===== src/rtl/collatz_step.sv =====
// Collatz iterator: loads n on go, applies one map step per clock until 1, 0 or 3x+1 overflow.
// Latency: done rises on edge S+1 after the go edge (S = steps taken); go restarts from any state.
// Backpressure: none; done holds until the next go. Build option COLLATZ_PEAK_EN enables peak tracking.
module collatz_step #(
  parameter int STEP_BITS = 16,
  parameter int DATA_BITS = 32
) (
  input  logic                 clk,
  input  logic                 reset_n,
  input  logic                 go,
  input  logic [DATA_BITS-1:0] n,
  output logic                 busy,
  output logic                 done,
  output logic [DATA_BITS-1:0] dout,
  output logic [STEP_BITS-1:0] steps,
  output logic [DATA_BITS-1:0] peak,
  output logic                 err
);

  typedef enum logic [1:0] {IDLE, RUN, FIN} state_t;

  localparam logic [DATA_BITS-1:0] ONE = {{(DATA_BITS-1){1'b0}}, 1'b1};

  state_t                 state, state_nxt;
  logic                   busy_nxt, done_nxt, err_nxt;
  logic [DATA_BITS-1:0]   dout_nxt;
  logic [STEP_BITS-1:0]   steps_nxt, steps_inc;
  logic [DATA_BITS+1:0]   triple;
  logic                   fits;
  logic                   grow;

  // 3x+1 as (2x+1)+x, two extra bits so overflow is visible
  assign triple    = {1'b0, dout, 1'b1} + {2'b00, dout};
  assign fits      = (triple[DATA_BITS+1:DATA_BITS] == 2'b00);
  // step counter sticks at all-ones; iteration keeps going
  assign steps_inc = (&steps) ? steps : steps + 1'b1;
  // true on a RUN edge that takes a legal odd step (peak may move)
  assign grow      = (state == RUN) && !go && dout[0] && (dout != ONE) && fits;

  // state and datapath registers, cleared asynchronously
  always_ff @(posedge clk or negedge reset_n) begin
    if (!reset_n) begin
      state <= IDLE;
      busy  <= 1'b0;
      done  <= 1'b0;
      err   <= 1'b0;
      dout  <= '0;
      steps <= '0;
    end else begin
      state <= state_nxt;
      busy  <= busy_nxt;
      done  <= done_nxt;
      err   <= err_nxt;
      dout  <= dout_nxt;
      steps <= steps_nxt;
    end
  end

  // next state and outputs; go overrides everything in every state
  always_comb begin
    state_nxt = state;
    busy_nxt  = busy;
    done_nxt  = done;
    err_nxt   = err;
    dout_nxt  = dout;
    steps_nxt = steps;
    if (go) begin
      state_nxt = RUN;
      busy_nxt  = 1'b1;
      done_nxt  = 1'b0;
      err_nxt   = 1'b0;
      dout_nxt  = n;
      steps_nxt = '0;
    end else begin
      case (state)
        RUN: begin
          if ((dout == ONE) || (dout == '0)) begin
            // terminal value: 1 is normal, 0 can never converge
            state_nxt = FIN;
            busy_nxt  = 1'b0;
            done_nxt  = 1'b1;
            err_nxt   = (dout == '0);
          end else if (!dout[0]) begin
            dout_nxt  = dout >> 1;
            steps_nxt = steps_inc;
          end else if (fits) begin
            dout_nxt  = triple[DATA_BITS-1:0];
            steps_nxt = steps_inc;
          end else begin
            // 3x+1 would not fit: stop with the last legal value held
            state_nxt = FIN;
            busy_nxt  = 1'b0;
            done_nxt  = 1'b1;
            err_nxt   = 1'b1;
          end
        end
        default: begin
          // IDLE and FIN simply hold until the next go
        end
      endcase
    end
  end

`ifdef COLLATZ_PEAK_EN
  logic [DATA_BITS-1:0] peak_q, peak_nxt;

  // running maximum, seeded with the start value
  always_comb begin
    peak_nxt = peak_q;
    if (go) begin
      peak_nxt = n;
    end else if (grow && (triple[DATA_BITS-1:0] > peak_q)) begin
      peak_nxt = triple[DATA_BITS-1:0];
    end
  end

  // peak register
  always_ff @(posedge clk or negedge reset_n) begin
    if (!reset_n) begin
      peak_q <= '0;
    end else begin
      peak_q <= peak_nxt;
    end
  end

  assign peak = peak_q;
`else
  // no peak tracking in this build; grow is only needed by the tracker
  logic unused_grow;
  assign unused_grow = grow;
  assign peak        = '0;
`endif

endmodule

===== config.mk =====
export PLATFORM = sky130hd
export DESIGN_NAME = collatz_step
export DESIGN_NICKNAME = d
export VERILOG_FILES = /design/src/rtl/collatz_step.sv
export SDC_FILE = /design/constraint.sdc
export NUM_CORES = 1
export LEC_CHECK = 0
export CORE_MARGIN = 2
export CORE_UTILIZATION = 35
export CTS_BUF_LIST = sky130_fd_sc_hd__clkbuf_16
export DETAILED_ROUTE_END_ITERATION = 12
export DONT_BUFFER_PORTS = 1
export GPL_TIMING_DRIVEN = 0
export HOLD_SLACK_MARGIN = 0.12
export PLACE_DENSITY = 0.6
export SLEW_MARGIN = 20
export SYNTH_ARGS = -nofsm -noshare
export SYNTH_HDL_FRONTEND = slang
export SYNTH_SLANG_ARGS = --single-unit

===== constraint.sdc =====
create_clock -name clk -period 6.4 [get_ports clk]
set_input_delay 1.28 -clock clk [delete_from_list [all_inputs] [get_ports clk]]
set_output_delay 1.28 -clock clk [all_outputs]
set_load 0.01 [all_outputs]

==> run metrics <==
vias after detailed routing=5108; final-report hold violation count=0; worst r2r src=dout[0]; Ys Warns=0; Worst EP required=6.61 ns; commonest cells after routing, fill and taps aside=a21oi_1 (79), ha_1 (51), dfrtp_1 (51); sequential element share of the synthesized area=0.242; Die Ht=127 um; WL final=17700 um; first-pass GRT wire length=27100 um; synthesized area=5270 um^2; Finish-stage setup viols=0; Worst Setup End Kind=flop; hold buffers post-CTS=0; Worst Tran Pin Value=0.897 ns; RSZ-0062 raised after global routing=false; Sink Count=51; Inst Count DP=878; asr flop ratio synth=1.00; Setup TNS=0 ns; Yosys cell types=66; dpl ws=1.92 ns; core area=14600 um^2; final std cells w/o fill=886; status=finished, final reports clean; commonest non-fill, non-tap cell in the layout=a21oi_1; Final Max Tran Viols=0; n_diodes=0; CP Class=flop to flop; CP Max Fanout=10; area leader, netlist=dfrtp_1; Via-to-Cell Ratio=5.77; Max H-tree Level=2; worst min path class=flop to flop; layout net count=788; Tmin final=4.58 ns; initial antenna violation count=0; Max-Cap Viols=0; Core Rows=44; Root Driver=clkbuf_16; Clk pin slew, worst setup/hold paths=0.08 ns; detailed placement HPWL=13500 um; Synth Register Bits=51; # Post-CTS Setup Buffers=0; wire per inst=19.9 um; Congestion Overflow GR=0; Skew-Pair Late Insertion Delay=0.32 ns; Peak Freq=218 MHz; IO buf count=0; Critical Path Start=dout[0]; post-route ant nets=0; Main synth FF type=dfrtp_1; layout cells sized above 1=0.115; setup ws final=1.82 ns; initial core utilization=0.360; Area growth, synth to finish=9.50%; Slew HR=0.400; Avg Cell Area, Syn=7.94 um^2; Setup crit start kind=flop; largest net degree at the start of global routing=52; Worst Skew=0.0121 ns; CTS tree=yes; crit path DAT=4.79 ns; share of the synthesized area in the top cell type=0.242; Num CTS Buffers=5; 1st-pass router iterations=5; DRC violation total after the first TritonRoute iteration=354; die area=16000 um^2; Post-synth EDFFs=0; Ports=118; Die Width=127 um; synth top area cells=dfrtp_1 (24%), ha_1 (12%), a21oi_1 (7.5%); Final Util=0.394; CTS Buffer Depth=2; hold path start=err; DRC Markers=0; global-route usage over all layers=0.217; vias in the first global route=4819; Final Cycle Share=0.716; Mapped Cells=663; CTS resizes=0; Placer Congestion=0.931
==> flip-flops by register name (all words and copies together), names as in the netlist <==
| register | flops |
|---|---|
| dout | 32 |
| steps | 16 |
| done | 1 |
| err | 1 |
| state | 1 |
==> logic make-up (layout without fill, tap and decap cells) <==
family          count (synthesis)  in the layout  synth area share
xor+xnor                       30             30            0.0513
other cells                     1             32          0.000712
flops                          51             51             0.242
simple gates                  178            178             0.163
mux                             7              7            0.0147
buf+inv                       113            121             0.110
compound gates                231            231             0.293
fa+ha+maj                      52             52             0.125
==> worst paths after layout <==
path,end,depth (start not counted),slack (ns)
worst min register to register,err,2,0.62
worst min-delay path,err,2,0.62
max in group asynchronous,dout[19],0,5.62
min in group asynchronous,steps[4],0,0.65
worst max register to register,dout[1],12,1.82
worst max-delay path,dout[1],12,1.82
==> worst max-delay path, stage by stage, from the launching register on <==
cell and delay, ns:
dfrtp_1 0.56, inv_1 0.24, buf_1 0.49, ha_1 0.36, a211oi_2 0.29, o21ai_2 0.13, a2111oi_4 0.35, nor4_1 0.14
a211oi_4 0.49, nand2_1 0.16, o21ai_1 0.48, buf_2 0.41, mux2_2 0.37
==> area by class of cell <==
| type | count | area [um^2] |
|---|---|---|
| fillers | 1530 | 8880 |
| multi-input cells | 530 | 3530 |
| flip-flops and latches | 51 | 1280 |
| plain buffers | 65 | 398 |
| well taps | 184 | 230 |
| inverters | 48 | 180 |
| clock buffers | 5 | 125 |
| clock inverters | 3 | 28.8 |
==> synth_stat cells, types with 15 or more instances <==
cell,n
o21ai_0,36
inv_1,48
buf_4,33
nand4_1,15
nor2_1,47
ha_1,51
dfrtp_1,51
nand2_1,49
clkbuf_1,17
nand3_1,15
xnor2_1,15
a21oi_1,79
==> per-stage QoR <==
step                hold slack [ns]  instance area, um^2
CTS                           0.630                 5770
global placement              0.602                 5610
floorplan                     0.565                 5380
detailed placement            0.618                 5610
global route                  0.630                 5770
finish                        0.622                 5770
==> routing by layer <==
metal,vias up,GRT usage,routed length (um)
met5,-,0,0
met4,0,0.0608,318
met3,22,0.0548,1480
met2,225,0.353,8170
met1,2411,0.287,7700
li1,2450,-,-
Power is not shown: default switching activity piles up to over one toggle a cycle in this logic, so the estimate is an artifact.
